File: config.mk
export PLATFORM = sky130hd
export DESIGN_NAME = router_egress_merge
export DESIGN_NICKNAME = d
export VERILOG_FILES = /design/src/rtl/router_egress_merge.sv
export SDC_FILE = /design/constraint.sdc
export NUM_CORES = 1
export LEC_CHECK = 0
export ABC_AREA = 1
export CORE_MARGIN = 1
export CORE_UTILIZATION = 52
export DETAILED_ROUTE_END_ITERATION = 16
export PLACE_DENSITY = 0.71
export SLEW_MARGIN = 15
export SYNTH_ARGS = -nofsm -noshare
export SYNTH_HDL_FRONTEND = slang
export SYNTH_HIERARCHICAL = 1
export SYNTH_SLANG_ARGS = --single-unit
File: constraint.sdc
create_clock -name clk -period 3.71 [get_ports clk]
set_input_delay 0.371 -clock clk [delete_from_list [all_inputs] [get_ports clk]]
set_output_delay 0.371 -clock clk [all_outputs]
set_load 0.02 [all_outputs]
File: src/rtl/router_egress_merge.sv
// Purpose : merge four routed lanes, each buffered in its own FIFO, onto one
//           valid/ready stream with round-robin arbitration and a source tag.
// Latency : word written at edge N is on dout after edge N+1 if it wins; 1 word/cycle.
// Backpressure: dout held while valid & ~ready; lanes show full and drop
//               writes when full (sticky overflow flag per lane).
//
// Ports:
//   clk, resetn             clock, async active-low reset
//   din0..din3, din_en      per-lane write data and strobes
//   full, overflow          per-lane FIFO full and sticky write-dropped flags
//   dout, dout_src          merged data and its source lane
//   dout_valid, dout_ready  output handshake

// Generic single-clock FIFO. Pushes into a full FIFO and pops from an empty
// one are ignored; full/empty come from the registered count only.
module router_egress_merge_fifo #(
  parameter int W     = 32,
  parameter int DEPTH = 4
) (
  input  logic         clk,
  input  logic         resetn,
  input  logic         push,
  input  logic [W-1:0] push_dat,
  input  logic         pop,
  output logic [W-1:0] head_dat,
  output logic         empty,
  output logic         full
);
  localparam int AW = $clog2(DEPTH);

  logic [W-1:0]  mem [DEPTH];
  logic [AW-1:0] wr_ptr;
  logic [AW-1:0] rd_ptr;
  logic [AW:0]   count;
  logic          do_push;
  logic          do_pop;

  assign full     = (count == (AW+1)'(DEPTH));
  assign empty    = (count == '0);
  assign do_push  = push & ~full;
  assign do_pop   = pop & ~empty;
  assign head_dat = mem[rd_ptr];

  always_ff @(posedge clk or negedge resetn) begin
    if (!resetn) begin
      wr_ptr <= '0;
      rd_ptr <= '0;
      count  <= '0;
    end else begin
      if (do_push) wr_ptr <= wr_ptr + 1'b1;
      if (do_pop)  rd_ptr <= rd_ptr + 1'b1;
      case ({do_push, do_pop})
        2'b10:   count <= count + 1'b1;
        2'b01:   count <= count - 1'b1;
        default: count <= count;
      endcase
    end
  end

  // Storage needs no reset: contents are unreachable while count is zero.
  always_ff @(posedge clk) begin
    if (do_push) mem[wr_ptr] <= push_dat;
  end
endmodule

module router_egress_merge #(
  parameter int DATA_WIDTH = 32,
  parameter int DEPTH      = 4
) (
  input  logic                  clk,
  input  logic                  resetn,
  input  logic [DATA_WIDTH-1:0] din0,
  input  logic [DATA_WIDTH-1:0] din1,
  input  logic [DATA_WIDTH-1:0] din2,
  input  logic [DATA_WIDTH-1:0] din3,
  input  logic [3:0]            din_en,
  output logic [3:0]            full,
  output logic [3:0]            overflow,
  output logic [DATA_WIDTH-1:0] dout,
  output logic [1:0]            dout_src,
  output logic                  dout_valid,
  input  logic                  dout_ready
);
  logic [DATA_WIDTH-1:0] lane_dat [4];
  logic [DATA_WIDTH-1:0] head_dat [4];
  logic [3:0]            empty;
  logic [3:0]            pop_vec;
  logic [1:0]            ptr;
  logic [1:0]            grant;
  logic                  grant_vld;
  logic                  load;

  assign lane_dat[0] = din0;
  assign lane_dat[1] = din1;
  assign lane_dat[2] = din2;
  assign lane_dat[3] = din3;

  for (genvar i = 0; i < 4; i++) begin : g_lane
    router_egress_merge_fifo #(
      .W     (DATA_WIDTH),
      .DEPTH (DEPTH)
    ) u_fifo (
      .clk      (clk),
      .resetn   (resetn),
      .push     (din_en[i]),
      .push_dat (lane_dat[i]),
      .pop      (pop_vec[i]),
      .head_dat (head_dat[i]),
      .empty    (empty[i]),
      .full     (full[i])
    );
  end

  // Output register has no skid buffer: it reloads whenever it is empty or
  // its current word is being taken this cycle.
  assign load = ~dout_valid | dout_ready;

  // Round-robin: search starts one past the last winner and wraps; the k=4
  // step revisits the last winner so a lone busy lane still streams.
  always_comb begin
    logic [1:0] idx;
    idx       = '0;
    grant     = '0;
    grant_vld = 1'b0;
    for (int k = 1; k <= 4; k++) begin
      idx = ptr + 2'(k);
      if (!grant_vld && !empty[idx]) begin
        grant_vld = 1'b1;
        grant     = idx;
      end
    end
  end

  assign pop_vec = (load && grant_vld) ? (4'b0001 << grant) : 4'b0000;

  always_ff @(posedge clk or negedge resetn) begin
    if (!resetn) begin
      dout       <= '0;
      dout_src   <= '0;
      dout_valid <= 1'b0;
      ptr        <= 2'd3;
      overflow   <= '0;
    end else begin
      // full is the pre-edge value, so a write to a full lane is dropped
      // even when that lane pops in the same cycle.
      overflow <= overflow | (din_en & full);
      if (load) begin
        dout_valid <= grant_vld;
        if (grant_vld) begin
          dout     <= head_dat[grant];
          dout_src <= grant;
          ptr      <= grant;
        end
      end
    end
  end
endmodule
==> results_dict.tcl <==
set metrics [dict create \
    layout-drive-gt1-share_pct 6.67 \
    period_needed_ps 3430 \
    antenna_found_initial 0 \
    rsz0062_at_grt "no" \
    grt_pass1_vias 15783 \
    critPathCaptureType "flip-flop" \
    synthDistinctLibCells 31 \
    cts_made_buffers 58 \
    total_leakage_power_nw 12.4 \
    syn_area_um2 25600 \
    powerDensity_nw_per_um2 894 \
    p_seq_share_pct 35.4 \
    clkPwrFrac_pct 23.2 \
    die_width_um 224 \
    arrival_ps 3920 \
    cts_tree "done" \
    drt-initial-drc-count 1378 \
    fin_util_pct 61.5 \
    gr-total-overflow 0 \
    syn_area_per_cell_um2 11.3 \
    syn_nets 2425 \
    die_h_um 224 \
    worst_slew_pin_slew_ps 1060 \
    fmax_ghz 0.292 \
    hold_viol 0 \
    gp_congestion 0.877 \
    slew_headroom_pct 29.2 \
    yosys.area.top_type "edfxtp_1" \
    ant_nets 0 \
    grt_usage_pct 23.7 \
    root_buffer "clkbuf_16" \
    max-vdd-ir-drop_v 0.000720 \
    min_path_type "in2reg" \
    num_vias 16481 \
    finalHoldWorstSlack_ps 392 \
    crit_path_start_kind "flip-flop" \
    grt_pass1_wl_um 89600 \
    wl_per_cell_um 18.8 \
    slowest_stage "dfrtp_1" \
    path_clk_slew_ps 70 \
    cap_violations 0 \
    rows 80 \
    fin_tns_setup_ps 0 \
    critPathMaxStageDelay_ps 400 \
    remaining_drc_errors 0 \
    path_max_fanout 11 \
    die-area_um2 50100 \
    fillers 3671 \
    setup_viol 0 \
    combPwrFrac_pct 41.4 \
    grt_use_met1_pct 31.6 \
    netlist.area_leader.share_pct 60.1 \
    use_met2_pct 38.8 \
    ys_top_cells_by_area "edfxtp_1 (60%), nand2_1 (9.4%), o211ai_1 (7.9%)" \
    yosys_warnings 6 \
    dp_hpwl_um 38400 \
    drt_wl_total_um 58700 \
    numPortBuffers 177 \
    ys_seq_area_share_pct 66.8 \
    place_area_um2 27600 \
    path_class "reg2reg" \
    ys_ff_latch 581 \
    worst_slack_ps 283 \
    crit_required_ps 4200 \
    final_area_um2 29600 \
    vias_per_cell 5.27 \
    clkLatencyLatePin_ps 620 \
    timing.final.crit_share_pct 92.4 \
    area_growth_pct 15.8 \
    grt_max_degree 129 \
    syn_inst 2266 \
    dp.cells 3021 \
    grt-busiest-layer "met2" \
    met3_usage_pct 4.30 \
    crit_top_cell "nand2_1" \
    internal_power_mw 15.9 \
    switchingPower_mw 10.6 \
    ios 178 \
    finalMaxSlewViolations 0 \
    cp_top_family "simple AND/OR/NAND/NOR gates" \
    coreArea_um2 48100 \
    crit_buf_inv 6 \
    firstDrtPassIters 5 \
    htreeDepth 2 \
    status "completed" \
    swShare_pct 40.0 \
    start_util_pct 53.2 \
    finalClockSkew_ps 20.2 \
    layout.cells.non_filler 3130 \
    cts.sinks 581 \
    n_antenna_cell 0 \
    p_total_mw 26.5 \
    place_ws_ps 298 \
    fin_nets 2585 \
    path_cells "inv_1 > nand3_1 > inv_1 > inv_1 > nand2_1 > nand2_1 > nand2_1 > a21boi_1 > nand3_2 > nor2_4 > inv_2 > nor2_1 > nand2_1 > inv_1 > ha_1 > inv_1 > fa_1 > nand2_1 > nand3_1 > nand2_1 > nand2_1" \
    clk_path_buf_depth 3 \
]
[synthesized netlist by cell type (all sizes together)]
cell / count
ha: 20
inv: 425
or2: 13
nand4: 6
o211ai: 269
nand2: 649
nor3: 2
nor2: 28
nand3: 116
edfxtp: 512
buf: 105
o21ai: 8
dfstp: 2
clkbuf: 10
xnor2: 4
nand3b: 19
dfrtp: 67
a21boi: 1
a21o: 4
fa: 4
a21oi: 2
[worst reg2reg max path: cells and delay by family, from the launching register on]
kind	cells	cell delay, ps
simple gates	12	1630
compound gates	1	190
buf+inv	6	530
fa+ha+maj	2	540
flops	1	400
[registers in the layout, summed over array words and instances, names as in the netlist]
name,flops
overflow,4
ptr,2
dout,32
dout_src,2
g_lane.u_fifo/wr_ptr,8
g_lane.u_fifo/rd_ptr,8
g_lane.u_fifo/mem,512
dout_valid,1
g_lane.u_fifo/count,12
[worst paths after layout]
kind                                                 from                           to  slack [ps]  cells after the start
worst min-delay path                             din0[18]  g_lane[0].u_fifo/mem[1][18]         390                      1
worst max-delay path            g_lane[2].u_fifo/count[0]    g_lane[0].u_fifo/count[2]         280                     21
min in group asynchronous                          resetn                      dout[7]         480                      2
max in group asynchronous                          resetn                  overflow[2]        2520                      2
worst max register to register  g_lane[2].u_fifo/count[0]    g_lane[0].u_fifo/count[2]         280                     21
worst min register to register                overflow[2]                  overflow[2]         450                      1
[what timing repair did]
action / CTS / global route
resized for setup: 0 / 2
hold buffers: 1 / 0
setup buffers: 0 / 0
endpoints found under the setup margin: 0 / 2
hold endpoints to repair: 67 / 0
[per-layer routing]
| metal | share of wire [%] | vias up |
|---|---|---|
| li1 | - | 7913 |
| met1 | 41 | 7916 |
| met2 | 48 | 541 |
| met3 | 7.4 | 111 |
| met4 | 3.5 | 0 |
| met5 | 0 | - |
[logic make-up after synthesis]
kind of cell | after synthesis | share of synthesized area, %
buffers and inverters | 540 | 10.0
AND/OR/NAND/NOR | 833 | 13.5
XOR/XNOR | 4 | 0.137
adder cells (fa/ha/maj) | 24 | 1.29
AO/OA/AOI/OAI | 284 | 8.25
flip-flops | 581 | 66.8
[cell usage in the layout, fill, tap and decap left out, types with 5 or more instances in the layout]
cell / instances
nand2_1: 640
edfxtp_1: 512
inv_1: 416
o211ai_1: 269
clkdlybuf4s50_1: 176
nand3_1: 115
dfrtp_1: 67
clkbuf_16: 59
buf_4: 34
ha_1: 20
nand3b_1: 19
nor2_2: 18
clkinv_1: 15
or2_1: 13
bufinv_16: 12
clkbuf_1: 11
nand2_2: 9
clkinv_2: 9
nor2_1: 8
inv_2: 5
nand4_1: 5
o21ai_0: 5
[power groups by stage]
stage,Sequential [mW],Combinational [mW],Clock (mW)
4_1_cts,9.38,10.9,6.23
6_report,9.37,11.0,6.15
3_5_place_dp,9.50,10.8,0
2_1_floorplan,9.57,7.76,0
3_3_place_gp,9.45,10.6,0
5_1_grt,9.49,12.1,6.46
[final cells by class]
class / count / area [µm²] / share of cell area (%)
sequential: 581 / 17100 / 57.7
multi-input combinational: 1145 / 5980 / 20.2
timing repair buffer: 215 / 2110 / 7.11
inverter: 425 / 1600 / 5.40
clock buffer: 70 / 1520 / 5.12
tap: 656 / 821 / 2.77
clock inverter: 38 / 494 / 1.67
Power figures use the tool's default switching activity.
